==> config.mk <==
export PLATFORM = sky130hd
export DESIGN_NAME = tlul_sram_responder
export DESIGN_NICKNAME = d
export VERILOG_FILES = /design/src/rtl/tlul_pkg.sv /design/src/rtl/tlul_sram_responder_pkg.sv /design/src/rtl/tlul_rsp_fifo.sv /design/src/rtl/tlul_sram_responder.sv
export SDC_FILE = /design/constraint.sdc
export NUM_CORES = 1
export LEC_CHECK = 0
export CORE_AREA = 2 2 196 342
export DETAILED_ROUTE_END_ITERATION = 6
export DIE_AREA = 0 0 198 344
export GPL_TIMING_DRIVEN = 1
export HOLD_SLACK_MARGIN = 0.08
export PLACE_DENSITY_LB_ADDON = 0.08
export SETUP_SLACK_MARGIN = 0.05
export SYNTH_ARGS = -nofsm -noshare
export SYNTH_HDL_FRONTEND = slang
export SYNTH_SLANG_ARGS = --single-unit
==> constraint.sdc <==
create_clock -name clk_i -period 33.4 [get_ports clk_i]
set_clock_uncertainty 0.05 [all_clocks]
set_input_delay 6.68 -clock clk_i [delete_from_list [all_inputs] [get_ports clk_i]]
set_output_delay 6.68 -clock clk_i [all_outputs]
set_load 0.05 [all_outputs]
==> src/rtl/tlul_pkg.sv <==
// TL-UL bus types, opcodes and default user fields shared by hosts and devices.
package tlul_pkg;

    localparam int unsigned TL_AW  = 32;
    localparam int unsigned TL_DW  = 32;
    localparam int unsigned TL_AIW = 8;
    localparam int unsigned TL_DIW = 1;
    localparam int unsigned TL_SZW = 2;
    localparam int unsigned TL_DBW = TL_DW / 8;

    typedef enum logic [2:0] {
        PutFullData    = 3'h0,
        PutPartialData = 3'h1,
        Get            = 3'h4
    } tl_a_op_e;

    typedef enum logic [2:0] {
        AccessAck     = 3'h0,
        AccessAckData = 3'h1
    } tl_d_op_e;

    typedef struct packed {
        logic [3:0] instr_type;
        logic [6:0] cmd_intg;
        logic [6:0] data_intg;
    } tl_a_user_t;

    typedef struct packed {
        logic [6:0] rsp_intg;
        logic [6:0] data_intg;
    } tl_d_user_t;

    localparam tl_d_user_t TL_D_USER_DEFAULT = '{rsp_intg: 7'h0, data_intg: 7'h0};

    typedef struct packed {
        logic                a_valid;
        logic [2:0]          a_opcode;
        logic [2:0]          a_param;
        logic [TL_SZW-1:0]   a_size;
        logic [TL_AIW-1:0]   a_source;
        logic [TL_AW-1:0]    a_address;
        logic [TL_DBW-1:0]   a_mask;
        logic [TL_DW-1:0]    a_data;
        tl_a_user_t          a_user;
        logic                d_ready;
    } tl_h2d_t;

    typedef struct packed {
        logic                d_valid;
        logic [2:0]          d_opcode;
        logic [2:0]          d_param;
        logic [TL_SZW-1:0]   d_size;
        logic [TL_AIW-1:0]   d_source;
        logic [TL_DIW-1:0]   d_sink;
        logic [TL_DW-1:0]    d_data;
        tl_d_user_t          d_user;
        logic                d_error;
        logic                a_ready;
    } tl_d2h_t;

endpackage

==> src/rtl/tlul_sram_responder_pkg.sv <==
// Response FIFO payload and D-channel opcode selection for the SRAM responder.
package tlul_sram_responder_pkg;

    import tlul_pkg::*;

    typedef struct packed {
        logic [2:0]        opcode;
        logic [TL_SZW-1:0] size;
        logic [TL_AIW-1:0] source;
        logic [TL_DW-1:0]  data;
        logic              err;
    } rsp_entry_t;

    // Keyed on the received opcode, so error and unsupported requests still get a matching ack type.
    function automatic logic [2:0] ack_opcode(input logic [2:0] a_opcode);
        return (a_opcode == 3'(Get)) ? 3'(AccessAckData) : 3'(AccessAck);
    endfunction

endpackage

==> src/rtl/tlul_rsp_fifo.sv <==
// Synchronous response FIFO; full/empty are registered alongside the occupancy count.
module tlul_rsp_fifo
    import tlul_sram_responder_pkg::*;
#(
    parameter int unsigned Outstanding = 2,
    localparam int unsigned CntW = $clog2(Outstanding + 1)
) (
    input  logic            clk_i,
    input  logic            rst_i,
    input  logic            push,
    input  rsp_entry_t      wdata,
    input  logic            pop,
    output rsp_entry_t      rdata,
    output logic            full,
    output logic            empty,
    output logic [CntW-1:0] count
);

    localparam int unsigned PtrW = (Outstanding > 1) ? $clog2(Outstanding) : 1;

    rsp_entry_t      entries [Outstanding];
    logic [PtrW-1:0] wptr;
    logic [PtrW-1:0] rptr;
    logic [CntW-1:0] count_next;

    function automatic logic [PtrW-1:0] ptr_inc(input logic [PtrW-1:0] p);
        return (p == PtrW'(Outstanding - 1)) ? '0 : p + PtrW'(1);
    endfunction

    always_comb begin
        count_next = count;
        case ({push, pop})
            2'b10:   count_next = count + CntW'(1);
            2'b01:   count_next = count - CntW'(1);
            default: count_next = count;
        endcase
    end

    always_ff @(posedge clk_i or posedge rst_i) begin
        if (rst_i) begin
            count <= '0;
            full  <= 1'b0;
            empty <= 1'b1;
        end else begin
            count <= count_next;
            full  <= (count_next == CntW'(Outstanding));
            empty <= (count_next == '0);
        end
    end

    always_ff @(posedge clk_i or posedge rst_i) begin
        if (rst_i) begin
            wptr <= '0;
            rptr <= '0;
            for (int unsigned i = 0; i < Outstanding; i++) begin
                entries[i] <= '0;
            end
        end else begin
            if (push) begin
                entries[wptr] <= wdata;
                wptr          <= ptr_inc(wptr);
            end
            if (pop) begin
                rptr <= ptr_inc(rptr);
            end
        end
    end

    assign rdata = entries[rptr];

endmodule

==> src/rtl/tlul_sram_responder.sv <==
// TL-UL device responder backed by a word memory; responses queue in a back-pressurable FIFO.
module tlul_sram_responder
    import tlul_pkg::*;
    import tlul_sram_responder_pkg::*;
#(
    parameter int unsigned Depth            = 16,
    parameter logic [31:0] BaseAddr         = 32'h0000_0000,
    parameter int unsigned Outstanding      = 2,
    parameter bit          ErrOnPartialFull = 1'b0
) (
    input  logic    clk_i,
    input  logic    rst_i,
    input  tl_h2d_t tl_i,
    output tl_d2h_t tl_o,
    output logic    busy_o
);

    localparam int unsigned IdxW      = $clog2(Depth);
    localparam int unsigned CntW      = $clog2(Outstanding + 1);
    localparam logic [31:0] SpanBytes = 32'(Depth * 4);

    logic [TL_DW-1:0] mem [Depth];

    logic             a_ready;
    logic             accept;
    logic             pop;
    logic             full;
    logic             empty;
    logic [CntW-1:0]  count;
    logic [31:0]      offset;
    logic [IdxW-1:0]  idx;
    logic             in_range;
    logic             is_get;
    logic             is_put;
    logic             err;
    logic [TL_DW-1:0] rdata;
    rsp_entry_t       push_entry;
    rsp_entry_t       head;
    logic             unused_bits;

    assign a_ready = !rst_i && !full;
    assign accept  = tl_i.a_valid && a_ready;
    assign pop     = !empty && tl_i.d_ready;
    assign busy_o  = (count != '0);

    // Request decode; the read samples memory before any write on the accepting edge.
    always_comb begin
        offset   = tl_i.a_address - BaseAddr;
        idx      = offset[IdxW+1:2];
        in_range = (offset < SpanBytes);
        is_get   = (tl_i.a_opcode == 3'(Get));
        is_put   = (tl_i.a_opcode == 3'(PutFullData)) || (tl_i.a_opcode == 3'(PutPartialData));
        err      = !in_range
                || (tl_i.a_address[1:0] != 2'b00)
                || (tl_i.a_size != TL_SZW'(2))
                || !(is_get || is_put)
                || (ErrOnPartialFull && (tl_i.a_opcode == 3'(PutFullData)) && (tl_i.a_mask != 4'hF));
        rdata = '0;
        if (is_get) begin
            rdata = err ? '1 : mem[idx];
        end
        push_entry = '{
            opcode: ack_opcode(tl_i.a_opcode),
            size:   tl_i.a_size,
            source: tl_i.a_source,
            data:   rdata,
            err:    err
        };
    end

    always_ff @(posedge clk_i or posedge rst_i) begin
        if (rst_i) begin
            for (int unsigned i = 0; i < Depth; i++) begin
                mem[i] <= '0;
            end
        end else if (accept && is_put && !err) begin
            for (int unsigned b = 0; b < TL_DBW; b++) begin
                if (tl_i.a_mask[b]) begin
                    mem[idx][8*b +: 8] <= tl_i.a_data[8*b +: 8];
                end
            end
        end
    end

    tlul_rsp_fifo #(
        .Outstanding (Outstanding)
    ) u_rsp_fifo (
        .clk_i (clk_i),
        .rst_i (rst_i),
        .push  (accept),
        .wdata (push_entry),
        .pop   (pop),
        .rdata (head),
        .full  (full),
        .empty (empty),
        .count (count)
    );

    always_comb begin
        tl_o          = '0;
        tl_o.d_valid  = !empty;
        tl_o.d_opcode = head.opcode;
        tl_o.d_size   = head.size;
        tl_o.d_source = head.source;
        tl_o.d_data   = head.data;
        tl_o.d_error  = head.err;
        tl_o.d_user   = TL_D_USER_DEFAULT;
        tl_o.a_ready  = a_ready;
    end

    assign unused_bits = ^{offset[31:IdxW+2], offset[1:0], tl_i.a_param, tl_i.a_user};

endmodule

==> Yosys cells after proc, flatten, opt, wreduce, memory -nomap -nowiden <==
Index checks and enable logic that the tools add are counted.
{ "op_classes": {"n_mux": 34, "order_cmp": 6, "n_eq_ne": 6, "n_bitwise": 3, "reduce_logical": 22, "add_sub_neg": 4} }
{ "ops": {"columns": ["cell", "count"], "rows": [
  ["512-bit 2-to-1 mux", 7],
  ["512-bit bitwise mux", 4],
  ["32-bit demux with 4-bit select", 4],
  ["46-bit 2-to-1 mux", 4],
  ["32-bit 2-to-1 mux", 5],
  ["32-bit binary-select mux with 4-bit select", 1],
  ["92-bit bitwise mux", 1],
  ["46-bit demux with 1-bit select", 1],
  ["32-bit by 7-bit < comparator with 1-bit output (second input constant)", 1],
  ["24-bit 2-to-1 mux", 1],
  ["16-bit 2-to-1 mux", 1],
  ["8-bit 2-to-1 mux", 1],
  ["1-bit logical AND", 7],
  ["1-bit zero test", 6],
  ["5-bit >= comparator (second input constant)", 1],
  ["1-bit logical OR", 5],
  ["5-bit by 1-bit < comparator with 1-bit output (second input constant)", 1],
  ["4-bit inverter with 5-bit output", 1],
  ["2-bit == test (second input constant)", 2],
  ["2-bit >= comparator (second input constant)", 2],
  ["1-bit inverter with 2-bit output", 2],
  ["2-bit case mux with 2 select lines", 1],
  ["2-bit nonzero test", 2],
  ["3-bit by 1-bit == test with 1-bit output (second input constant)", 1],
  ["other kinds (10)", 13]
]} }
{ "word_totals": {"in_bits": 106, "word_cells": 106, "register_bits": 610} }

==> Depth between registers and ports, before layout <==
{ "logic_depth": {"word_depth": 16, "depth_mapped": 9} }

==> By module <==
From an unflattened synthesis, not the netlist that was laid out.
{ "unflattened": {"cells_unflattened": 2112, "hier_area_um2": 29751.0} }
{ "by_module_without_submodules": {"columns": ["mod", "seq_area_each_um2", "cells_per_inst", "n_inst", "area_per_inst_um2"], "rows": [
  ["tlul_sram_responder", 12812.3, 1844, 1, 25488.2],
  ["tlul_rsp_fifo", 2453.6, 268, 1, 4262.8]
]} }

==> Worst setup path before layout <==
Ideal clock, no wire load.
{ "synth_timing": {"path_type": "input to output", "startpoint": "input port rst_i", "endpoint": "output port tl_o[0] (netlist name)", "arrival_time_ps": 6954, "stages": 2, "required_ps": 26670, "path_slack_ps": 19716, "cell_sequence": "nor2_1 -> buf_4"} }
{ "synth_rtl": {"columns": ["element", "line_no", "rtl"], "rows": [
  ["start, declared", "tlul_sram_responder.sv:12", "input logic rst_i,"],
  ["end, declared", "tlul_sram_responder.sv:14", "output tl_d2h_t tl_o,"]
]} }

==> results.md <==
* Final Setup Violations at 0
* VDD IR-drop max at 0.04474 mV
* Total track usage at 22.90%
* Kind of critical path: input pin to output port
* Final Non-Filler Cells at 2,937
* RSZ-0062 raised after global routing: false
* Initial core utilization at 44.61%
* IO Port Bufs at 131
* CTS root buf: clkbuf_16
* Pwr Density at 56.36 nW/um2
* Reg clk slew, reported paths at 60 ps
* CTS buffer count at 58
* DRC viols at 0
* Dpl cell area at 31,050 um2
* Relative slew slack at 25.31%
* Post-layout util at 50.64%
* Area grow syn2layout at 13.52%
* Worst slew pin tran at 1119 ps
* Hold-critical path depth at 2
* Levels on crit path at 3
* First-pass GRT wire length at 116,700 um
* Worst Hold End: u_rsp_fifo.entries[43]
* R2R cell count at 6
* Max cap viols at 0
* Sequential area share after synthesis at between 50 and 60%
* CTS tree: built
* Outcome: completed
* Dpl cells at between 2k and 3k
* Die height at about 340 um
* Max clock buf depth at 3
* Overflow after GRT at 0
* R2R Setup Slk at 30,110 ps
* LEAKAGE at approximately 16 nW
* Tcrit/Tclk final at around 45%
* Unique masters post-synth at 47
* H-Tree Level Count at 2
* Share of cells above drive strength 1 at 47.64%
* Overall Power at 1.864 mW
* Antenna violations before repair at 0
* Post-route ant nets at 0
* Mean post-synth cell area at 15.00 um2
* Die area at around 70,000 um2
* Crit path max fanout at 5
* DR vias at 17.25k
* Critical Path, Cell by Cell: clkdlybuf4s50_1, nor2_1, clkdlybuf4s50_1
* Routability cong. at 0.7416
* Synthesized instance count at 1,943
* Die width at 198 um
* Final instance area at 33,070 um2
* Post-place setup slack at roughly 18,000 ps
* Wire per inst at 25.91 um
* Largest net degree at the start of global routing at 182
* CTS resizes at 0
* Hold/Removal Path Class: flip-flop to flip-flop
* Vias/cell at around 5.9
* Syn Std Cell Area at 29,140 um2
* Post-synthesis register bit count at 606
* Clock Sinks at just over 600
* Standard-cell row count at roughly 120
* Fin nets at 2,113
* Vias in the first global route at 18.68k
* Hold Buf Count CTS at 0
* Fin. max-slew vios at 0
* Worst hold slack at around 430 ps
* Setup ws final at around 18,000 ps
* Total buffers and inverters traversed by the critical path at 2
* # Post-CTS Setup Buffers at 0
* TNS Setup at 0 ps
* WL final at around 76,000 um
* Final hold vios at 0
* CP arrival at 8280 ps
* Critical Path Most Common Cell: clkdlybuf4s50_1
* TritonRoute pass-1 iters at 5
* Worst skew pair latency at between 600 and 700 ps
* HP Start: u_rsp_fifo.entries[43]
* Slowest Stage Delay on Critical Path at 810 ps
* CP max-delay cell: clkdlybuf4s50_1
* F_max at approximately 67 MHz
* CP Launch Type: input pin
* Data required time of the critical path at 26,670 ps
* DP Wirelength at 46,700 um
* N_diodes at 0
* Critical path endpoint category: output port
* Crit-path leading delay family: buffers and inverters
* Core area at 65,320 um2
* Num ports at 173
* Yosys warns at 0
* Worst r2r src: u_rsp_fifo.full
* R2R Path End: u_rsp_fifo.entries[61]
* Fin crit period at 15,010 ps
* 1st-iter DRT viols at roughly 1.2k
==> layer usage <==
layer  up-vias  wire length [um]  track usage (%)
li1       7453                 -                -
met1      9297             31230            29.00
met2       392             40100            41.43
met3       109              3114            2.924
met4         0              1639            5.780
met5         -                 0                0
==> how the worst max path moves through the flow <==
stage / from / to / slack [ps]
final: rst_i / tl_o[0] / 18390
after floorplan: rst_i / mem[0] / 9710
after CTS: rst_i / tl_o[0] / 18380
after detailed placement: rst_i / tl_o[0] / 18400
after global placement: rst_i / tl_o[0] / 18390
after global routing: rst_i / tl_o[0] / 18360
==> Yosys cell counts, drive strengths merged <==
library cell | count | area (um2)
a22oi | 64 | 480.5
and2 | 2 | 12.51
and4 | 8 | 71.32
and4b | 1 | 10.01
buf | 77 | 476.7
clkbuf | 93 | 349.1
conb | 1 | 3.750
dfrtp | 605 | 15140
dfstp | 1 | 26.28
ha | 1 | 12.51
inv | 6 | 22.52
mux2 | 640 | 7327
mux4 | 128 | 2883
nand2 | 75 | 284.0
nand2b | 1 | 6.260
nand3 | 5 | 25.02
nand4 | 59 | 703.2
nand4b | 3 | 26.28
nand4bb | 2 | 22.52
nor2 | 23 | 86.33
nor2b | 3 | 18.77
nor3 | 43 | 215.2
nor3b | 4 | 41.29
nor4 | 10 | 180.2
nor4b | 1 | 23.77
o211ai | 64 | 480.5
o21ai | 2 | 10.01
or2 | 1 | 6.260
or4 | 5 | 37.54
or4b | 5 | 50.05
or4bb | 6 | 68.81
xnor2 | 2 | 17.52
xor2 | 2 | 17.52
==> cells in the final DEF (no fill, tap or decap), drive strengths merged, types with 2 or more instances in the layout <==
master	count
conb	20
clkdlybuf4s50	128
clkbuf	87
xor2	2
buf	26
nor3b	4
nand2	75
clkinv	15
nand4bb	2
nor2b	3
nor2	23
or4bb	6
o211ai	64
nand4b	3
a22oi	64
dfrtp	605
nor3	43
mux2	640
xnor2	2
bufinv	4
nor4	10
and2	2
and4	8
or4b	5
nand3	5
nand4	59
o21ai	2
or4	5
mux4	128
clkinvlp	3
inv	6
==> final cells by class <==
class	count	area, um2
Clock buffer	87	1804
Clock inverter	22	221.5
Fill cell	5632	32240
Inverter	6	30.03
Multi-Input combinational cell	1180	13250
Sequential cell	606	15170
Tap cell	882	1104
Timing Repair Buffer	154	1500
==> worst register-to-register path: stages, from the launching register on <==
cell and delay (ps):
dfrtp_1 440, or4b_2 1040, buf_4 480, nor2_4 410
buf_4 500, nand2_1 150, o211ai_1 120
==> logic make-up after synthesis <==
logic type | share of synthesized area, %
other | 0.01287
AOI/OAI and AO/OA | 3.332
and+or+nand+nor | 6.485
muxes | 35.04
buffers and inverters | 2.912
DFF | 52.05
adders and majority gates | 0.04294
xor gates and xnor gates | 0.1203
==> sequential cells by signal (all words and copies together), names as in the netlist <==
signal              count
mem                   512
u_rsp_fifo.rptr         1
u_rsp_fifo.full         1
u_rsp_fifo.empty        1
u_rsp_fifo.entries     88
u_rsp_fifo.count        2
u_rsp_fifo.wptr         1
==> where the power goes <==
| group | switching [mW] | total, mW | internal, mW |
|---|---|---|---|
| sequential | 0.0302 | 0.809 | 0.779 |
| clock | 0.292 | 0.695 | 0.403 |
| combinational | 0.227 | 0.360 | 0.132 |
(Power assumes the default switching activity.)
